File: src/rtl/game_countdown_timer_pkg.sv
// Shared definitions for the game countdown timer: FSM states, limits, saturating helper.
// The bonus path is built only when TIMER_BONUS_EN is defined.
package game_countdown_timer_pkg;

   localparam int unsigned MAX_SECONDS = 99;
   localparam int unsigned BCD_W       = 4;

   typedef enum logic [2:0] {
      IDLE    = 3'd0,
      RUNNING = 3'd1,
      PAUSED  = 3'd2,
      FROZEN  = 3'd3,
      EXPIRED = 3'd4
   } timer_state_t;

   // Clamp an 8-bit intermediate sum back into the 0..99 count range.
   function automatic logic [6:0] sat99(input logic [7:0] v);
      if (v > 8'(MAX_SECONDS))
         return 7'(MAX_SECONDS);
      else
         return v[6:0];
   endfunction

endpackage

File: src/rtl/game_countdown_timer_if.sv
// Game-control and display bundle between the game FSM (master) and the timer (slave).
// The bonus signal exists only when TIMER_BONUS_EN is defined.
interface game_countdown_timer_if;
   import game_countdown_timer_pkg::*;

   logic             tick;
   logic             start;
   logic             pause;
   logic             stop;
`ifdef TIMER_BONUS_EN
   logic             bonus;
`endif
   logic [BCD_W-1:0] secs_tens;
   logic [BCD_W-1:0] secs_ones;
   logic             running;
   logic             warning;
   logic             time_up;
   logic             expired_pulse;

`ifdef TIMER_BONUS_EN
   modport master (output tick, start, pause, stop, bonus,
                   input  secs_tens, secs_ones, running, warning, time_up, expired_pulse);
   modport slave  (input  tick, start, pause, stop, bonus,
                   output secs_tens, secs_ones, running, warning, time_up, expired_pulse);
`else
   modport master (output tick, start, pause, stop,
                   input  secs_tens, secs_ones, running, warning, time_up, expired_pulse);
   modport slave  (input  tick, start, pause, stop,
                   output secs_tens, secs_ones, running, warning, time_up, expired_pulse);
`endif

endinterface

File: src/rtl/game_countdown_timer_bin_to_bcd99.sv
// Combinational 7-bit binary (0..99) to two BCD digits; shared with the score display.
module bin_to_bcd99
   import game_countdown_timer_pkg::*;
(
   input  logic [6:0]       bin,
   output logic [BCD_W-1:0] tens,
   output logic [BCD_W-1:0] ones
);

   always_comb begin
      tens = '0;
      for (int unsigned i = 1; i <= 9; i++) begin
         if (bin >= 7'(10 * i))
            tens = 4'(i);
      end
      ones = 4'(bin - 7'(tens * 10));
   end

endmodule

File: src/rtl/game_countdown_timer.sv
// Countdown of remaining game time driven by the 1 Hz tick, with pause/stop/expire states.
// Optional TIMER_BONUS_EN adds the bonus input and saturating add path.
module game_countdown_timer
   import game_countdown_timer_pkg::*;
#(
   parameter int unsigned START_SECONDS = 99,
   parameter int unsigned WARN_SECONDS  = 10
`ifdef TIMER_BONUS_EN
   ,
   parameter int unsigned BONUS_SECONDS = 5
`endif
)
(
   input logic clock,
   input logic reset,
   game_countdown_timer_if.slave bus
);

   timer_state_t state, state_n;
   logic [6:0]   count, count_n;
   logic         enter_exp;
   logic         expired_pulse_q;
`ifdef TIMER_BONUS_EN
   logic [7:0]   bonus_add;
   assign bonus_add = bus.bonus ? 8'(BONUS_SECONDS) : '0;
`endif

   always_ff @(posedge clock) begin
      if (reset) begin
         state           <= IDLE;
         count           <= 7'(START_SECONDS);
         expired_pulse_q <= 1'b0;
      end else begin
         state           <= state_n;
         count           <= count_n;
         expired_pulse_q <= enter_exp;
      end
   end

   always_comb begin
      state_n   = state;
      count_n   = count;
      enter_exp = 1'b0;
      case (state)
         IDLE, FROZEN, EXPIRED: begin
            if (bus.start) begin
               if (START_SECONDS == 0) begin
                  state_n   = EXPIRED;
                  count_n   = '0;
                  enter_exp = 1'b1;
               end else begin
                  state_n = RUNNING;
                  count_n = 7'(START_SECONDS);
               end
            end
         end
         RUNNING: begin
            if (bus.stop) begin
               state_n = FROZEN;
            end else if (bus.pause) begin
               state_n = PAUSED;
`ifdef TIMER_BONUS_EN
               count_n = sat99({1'b0, count} + bonus_add);
`endif
            end else if (bus.tick) begin
               // The final tick wins over a same-cycle bonus so expiry is never skipped.
               if (count <= 7'd1) begin
                  state_n   = EXPIRED;
                  count_n   = '0;
                  enter_exp = 1'b1;
               end else begin
`ifdef TIMER_BONUS_EN
                  count_n = sat99({1'b0, count} + bonus_add - 8'd1);
`else
                  count_n = count - 7'd1;
`endif
               end
            end else begin
`ifdef TIMER_BONUS_EN
               count_n = sat99({1'b0, count} + bonus_add);
`endif
            end
         end
         PAUSED: begin
            if (bus.stop) begin
               state_n = FROZEN;
            end else begin
               if (!bus.pause)
                  state_n = RUNNING;
`ifdef TIMER_BONUS_EN
               count_n = sat99({1'b0, count} + bonus_add);
`endif
            end
         end
         default: state_n = IDLE;
      endcase
   end

   bin_to_bcd99 u_bcd (
      .bin  (count),
      .tens (bus.secs_tens),
      .ones (bus.secs_ones)
   );

   assign bus.running       = (state == RUNNING);
   assign bus.time_up       = (state == EXPIRED);
   assign bus.expired_pulse = expired_pulse_q;
   assign bus.warning       = ((state == RUNNING) || (state == PAUSED)) &&
                              (count != 7'd0) && (count <= 7'(WARN_SECONDS));

endmodule

File: src/flat_wrapper.sv
// flat-port wrapper written by rule: the top's interface ports become plain ports
module game_countdown_timer_flat import game_countdown_timer_pkg::*;
#(
   parameter int unsigned START_SECONDS = 99,
   parameter int unsigned WARN_SECONDS  = 10

)
  (clock, reset, bus_tick, bus_start, bus_pause, bus_stop, bus_secs_tens, bus_secs_ones, bus_running, bus_warning, bus_time_up, bus_expired_pulse);
  game_countdown_timer_if bus_i ();
  input logic clock;
  input logic reset;
  input wire logic [$bits(bus_i.tick)-1:0] bus_tick;
  input wire logic [$bits(bus_i.start)-1:0] bus_start;
  input wire logic [$bits(bus_i.pause)-1:0] bus_pause;
  input wire logic [$bits(bus_i.stop)-1:0] bus_stop;
  output wire logic [$bits(bus_i.secs_tens)-1:0] bus_secs_tens;
  output wire logic [$bits(bus_i.secs_ones)-1:0] bus_secs_ones;
  output wire logic [$bits(bus_i.running)-1:0] bus_running;
  output wire logic [$bits(bus_i.warning)-1:0] bus_warning;
  output wire logic [$bits(bus_i.time_up)-1:0] bus_time_up;
  output wire logic [$bits(bus_i.expired_pulse)-1:0] bus_expired_pulse;
  assign bus_i.tick = bus_tick;
  assign bus_i.start = bus_start;
  assign bus_i.pause = bus_pause;
  assign bus_i.stop = bus_stop;
  assign bus_secs_tens = bus_i.secs_tens;
  assign bus_secs_ones = bus_i.secs_ones;
  assign bus_running = bus_i.running;
  assign bus_warning = bus_i.warning;
  assign bus_time_up = bus_i.time_up;
  assign bus_expired_pulse = bus_i.expired_pulse;
  game_countdown_timer #(.START_SECONDS(START_SECONDS), .WARN_SECONDS(WARN_SECONDS)) u_core (.clock(clock), .reset(reset), .bus(bus_i));
endmodule
File: config.mk
export PLATFORM = sky130hd
export DESIGN_NAME = game_countdown_timer_flat
export DESIGN_NICKNAME = d
export VERILOG_FILES = /design/src/rtl/game_countdown_timer_pkg.sv /design/src/rtl/game_countdown_timer_if.sv /design/src/rtl/game_countdown_timer_bin_to_bcd99.sv /design/src/rtl/game_countdown_timer.sv /design/src/flat_wrapper.sv
export SDC_FILE = /design/constraint.sdc
export NUM_CORES = 1
export LEC_CHECK = 0
export CORE_MARGIN = 2
export CORE_UTILIZATION = 52
export CTS_CLUSTER_DIAMETER = 60
export DETAILED_ROUTE_END_ITERATION = 7
export GPL_TIMING_DRIVEN = 0
export PLACE_DENSITY = 0.79
export SKIP_LAST_GASP = 1
export SLEW_MARGIN = 5
export SYNTH_ARGS = -nofsm -noshare
export SYNTH_HDL_FRONTEND = slang
export SYNTH_HIERARCHICAL = 1
export SYNTH_SLANG_ARGS = --single-unit
File: constraint.sdc
create_clock -name clock -period 3.2 [get_ports clock]
set_input_delay 0.64 -clock clock [delete_from_list [all_inputs] [get_ports clock]]
set_output_delay 0.64 -clock clock [all_outputs]
set_load 0.03 [all_outputs]
* Word-level counts from Yosys, hierarchy flattened
Index checks and enable logic that the tools add are counted. W data, S select, Z words.
Cells by class: $add $sub $neg 2, multipliers 1, order comparisons 11, equality and inequality tests 11, multiplexer cells 24, bitwise gates (word level) 2, reduce and logical (&&, ||, !) cells 10
Operators by type and width (count):
- $mux W7 | 5
- $mux W4 | 8
- $ge A7 B6 Y1 const B | 3
- $ge A7 B7 Y1 const B | 3
- $mux W3 | 7
- $ge A7 B5 Y1 const B | 2
- $pmux W7 S2 | 1
- $pmux W3 S3 | 1
- $ne A2 B2 Y1 const B | 4
- $ge A7 B4 Y1 const B | 1
- $le A7 B1 Y1 const B | 1
- $le A7 B4 Y1 const B | 1
- $reduce_bool A7 Y1 | 1
- $sub A7 B1 Y7 const B | 1
- $eq A3 B2 Y1 const B | 2
- $reduce_and A5 Y1 | 1
- $reduce_or A5 Y1 | 1
- $mul A4 B3 Y3 const B | 1
- $ne A4 B3 Y1 const B | 1
- $ne A4 B4 Y1 const B | 1
- $reduce_and A4 Y1 | 1
- $sub A4 B4 Y4 | 1
- $eq A3 B1 Y1 const B | 1
- $eq A3 B3 Y1 const B | 1
- other kinds (8) | 11
Word-level totals: bits in registers 11, input bits 6, output and inout port bits 12, logic and storage cells 64

* Longest topological paths before layout
Gate-level depths: netlist of the first run.
depth in word-level cells 12, mapped depth 10, depth with buffers taken out 9

* Cells and area by module
The synthesis of the first run kept the hierarchy.
By module, submodules not included:
- game_countdown_timer | times used 1, cells an instance 93, area an instance 785.8 µm², seq. area each 220.2 µm²
- bin_to_bcd99 | times used 1, cells an instance 38, area an instance 231.5 µm², seq. area each 0.0 µm²

* Worst setup path after synthesis of the first run
Ideal clock, no wire load.
path type flip-flop to output port, start register u_core.count[4], end output bus_secs_ones[3], arrival 2889 ps, data required time 2560 ps, slack -329 ps, cell stages (with the launch flop) 10, path buffers 0, path through dfxtp_1 > nand2b_1 > or4b_1 > a31oi_1 > a21oi_1 > ha_1 > fa_1 > xor2_1 > xnor2_1 > xnor2_1
On the way: word-level cells in the longest chain between the ends 12, elaborated cells between the ends (all ways) 20, those cells by class add/sub (1); mul (1); order compare (9); mux (9)
Ends and longest elaborated chain:
- start: declaration | line game_countdown_timer.sv:20 | logic [6:0] count, count_n;
- start signal: assignment | line game_countdown_timer.sv:31 | count <= 7'(START_SECONDS);
- start signal: assignment | line game_countdown_timer.sv:35 | count <= count_n;
- $ge A7 B4 Y1 | line game_countdown_timer_bin_to_bcd99.sv:13 | if (bin >= 7'(10 * i))
- $mux W1 | line game_countdown_timer_bin_to_bcd99.sv:13
- $mux W4 (7 in a row) | line game_countdown_timer_bin_to_bcd99.sv:13
- $mux W4 * | line game_countdown_timer_bin_to_bcd99.sv:13
- named net bus_secs_tens[0] | line flat_wrapper.sv:16 | output wire logic [$bits(bus_i.secs_tens)-1:0] bus_secs_tens;
- $mul A4 B3 Y3 * | line game_countdown_timer_bin_to_bcd99.sv:16 | ones = 4'(bin - 7'(tens * 10));
- $sub A4 B4 Y4 * | line game_countdown_timer_bin_to_bcd99.sv:16
- end: declaration | line flat_wrapper.sv:17 | output wire logic [$bits(bus_i.secs_ones)-1:0] bus_secs_ones;
Mark *: on every way through the listed nets, which the timed path passes. The rest lies on a longest branch.

* Final worst setup path of the first run
start register u_core.count[2], end output bus_secs_ones[3]
On the way: word-level cells in the longest chain between the ends 12, elaborated cells between the ends (all ways) 20, those cells by class add/sub (1); mul (1); order compare (9); mux (9)
Ends and longest elaborated chain (line):
- $ge A7 B4 Y1 | game_countdown_timer_bin_to_bcd99.sv:13
- $mux W1 | game_countdown_timer_bin_to_bcd99.sv:13
- $mux W4 (8 in a row) | game_countdown_timer_bin_to_bcd99.sv:13
- $mul A4 B3 Y3 | game_countdown_timer_bin_to_bcd99.sv:16
- $sub A4 B4 Y4 * | game_countdown_timer_bin_to_bcd99.sv:16
Mark *: on every way between the ends. The rest lies on a longest branch, timed or not.

==> out/metrics.cfg, run 1 <==
[floorplanning]
io_pins=18
die-height_um=48.2
die_area_um2=2330
die_w_um=48.2
fp-row-count=15
start_util=0.571
core_area_um2=1780

[drt]
wl_per_cell_um=14.1
drc=0
viasPerCell=5.97
dr_total_vias=1081
wirelength_um=2560
antenna_left=0
first_pass_iters=4
drt_iter0_drc=44

[cells_and_area]
syn_to_final_growth_pct=32.7
diodes=0
drive_above_1_share=0.231
fin_util=0.757
nets=168

[worst_hold_path]
hold_class=reg2reg

[worst_setup_path]
cp_slowest_cell=or4b_4
cp_num_buf_inv=1
slowest_delay_ns=0.49
crit_family=simple AND/OR/NAND/NOR gates
cp-end-kind=output port
path_class=reg2out
startpoint_type=register
r2r_slack_ns=1.35
arrival_ns=2.74
crit_chain=nand2b_4 > or4b_4 > a31oi_4 > a21oi_4 > ha_2 > fa_2 > xor2_1 > xnor2_1 > xnor2_2 > buf_6
required_ns=2.56
path_max_fanout=3

[timing]
post-route-period-util=1.06
max_freq_ghz=0.295
finalHoldViolCount=0
tightestPinTransition_ns=0.461
rsz0062_at_grt=true
slew_violations=0
slew-limit-headroom=0.690
worst_slack_ns=-0.185
final-setup-viol-count=1
period_needed_ns=3.38
skew_ns=0.000321

[placed_design]
port_buffers=17
pre_cts_ws_ns=-0.557
dp.final_hpwl_um=1810
gp_congestion=0.906

[logic_synthesis]
synth_edf_count=0
async_flop_share=0
synth.largest_area_cell=dfxtp_1
avgSynthCellArea_um2=7.77
yosysUniqueCellTypes=51
syn-num-nets=142
yosys_most_used_dff=dfxtp_1
yosys_warnings=6
synth_common_cells=a21oi_1, dfxtp_1, inv_1
syn_area_um2=1020
syn_inst=131
synth.top_cell.area_share=0.216
ys_seq_elements=11
ys_seq_area_frac=0.216
synth.top_cells.by_area=dfxtp_1, a21oi_1, ha_1

[grt]
first_global_vias=863
grt_max_degree=14
grt_use_total=0.245
antenna_found_initial=0
grt_overflow=0
grt_pass1_wl_um=3930

[clock_network]
cts_sinks=11
clockRootBuffer=clkbuf_4
cts_tree=yes
htreeDepth=1
cts_made_buffers=3
clockBufferDepth=2
clk_latency_ns=0.27
clkTransAtPathRegs_ns=0.07

[power]
p_per_area_nw_per_um2=262
vdd_ir_drop_max_mv=0.258
p_leak_nw=0.539
power_w=0.000354

[run_status]
violations=setup timing
outcome=finished with violations

[run]
maxCapViolCount=0

==> final timing paths <==
check	end	cells after the start	from
max	bus_secs_ones[3]	10	u_core/count[2]
min reg2reg	u_core/count[5]	3	u_core/count[5]
max reg2reg	u_core/state[0]	6	u_core/count[1]
min	u_core/count[5]	3	u_core/count[5]
==> sequential cells by signal (all words and copies together) (netlist names) <==
register and count:
u_core/count 7, u_core/state 3, u_core/bus.expired_pulse 1
==> repair_timing <==
item / CTS / global route
hold buffers: 0 / 0
pin swaps: 5 / 4
gates resized for setup: 14 / 5
endpoints found under the hold margin: 0 / 0
setup endpoints to repair: 3 / 3
setup buffers: 5 / 0
==> per-layer routing <==
metal	part of all wire	up-vias	GRT usage
li1	-	530	-
met1	0.45	494	0.349
met2	0.46	53	0.368
met3	0.078	4	0.0667
met4	0.0074	0	0.0541
met5	0	-	0
==> logic make-up (layout without fill, tap and decap cells) <==
logic type	count (synthesis)	after routing	synth area share
multiplexers	1	1	0.0111
buffers and inverters	16	41	0.0849
adder cells (fa/ha/maj)	5	5	0.0689
flip-flops	11	11	0.216
XOR/XNOR	5	5	0.0430
AO/OA/AOI/OAI	41	41	0.266
AND/OR/NAND/NOR	52	52	0.310
==> tightest hold or removal path, delay by kind of cell, from the launching register on <==
kind                   cells  cell delay, ns
AOI/OAI and AO/OA          1            0.07
buffers and inverters      1            0.12
DFF                        1            0.33
and+or+nand+nor            1            0.06
==> cell type report <==
class | count | area [um^2]
Buffer | 5 | 48.8
Inverter | 10 | 42.5
Clock buffer | 4 | 26.3
Timing Repair Buffer | 22 | 206
Sequential cell | 11 | 234
Fill cell | 140 | 433
Multi-Input combinational cell | 104 | 761
Tap cell | 25 | 31.3
==> power by group <==
group	total (W)	internal, W	switching [W]
clock network	0.0000965	0.0000483	0.0000483
registers	0.000141	0.000138	0.00000244
logic	0.000116	0.0000488	0.0000674
total	0.000354	0.000236	0.000118
==> cell usage in the layout (no fill, tap or decap), types with 5 or more instances in the layout <==
cell type / synthesis / layout
o21ai_0: 6 / 5
o21ai_1: 4 / 5
nor2_1: 7 / 7
inv_1: 9 / 9
nand2_1: 7 / 7
nand3_1: 5 / 5
clkdlybuf4s50_1: 0 / 14
buf_4: 1 / 6
a21oi_1: 11 / 10
dfxtp_1: 11 / 6
==> stage by stage <==
step | TNS, ns | instance area, um^2 | hold WS, ns | cells
floorplan | -0.00811 | 1080 | 0.477 | 131
global placement | -0.620 | 1280 | 0.497 | 173
detailed placement | -0.678 | 1280 | 0.507 | 173
CTS | -0.182 | 1340 | 0.597 | 181
global route | -0.265 | 1350 | 0.626 | 181
finish | -0.185 | 1350 | 0.601 | 181
Power figures use the tool's default switching activity.
==> run 2, diff against run 1 <==
- TNS_END_PERCENT: default -> 100
==> results of run 2 <==
Final layout, timing and power as in run 1 (identical DEF).
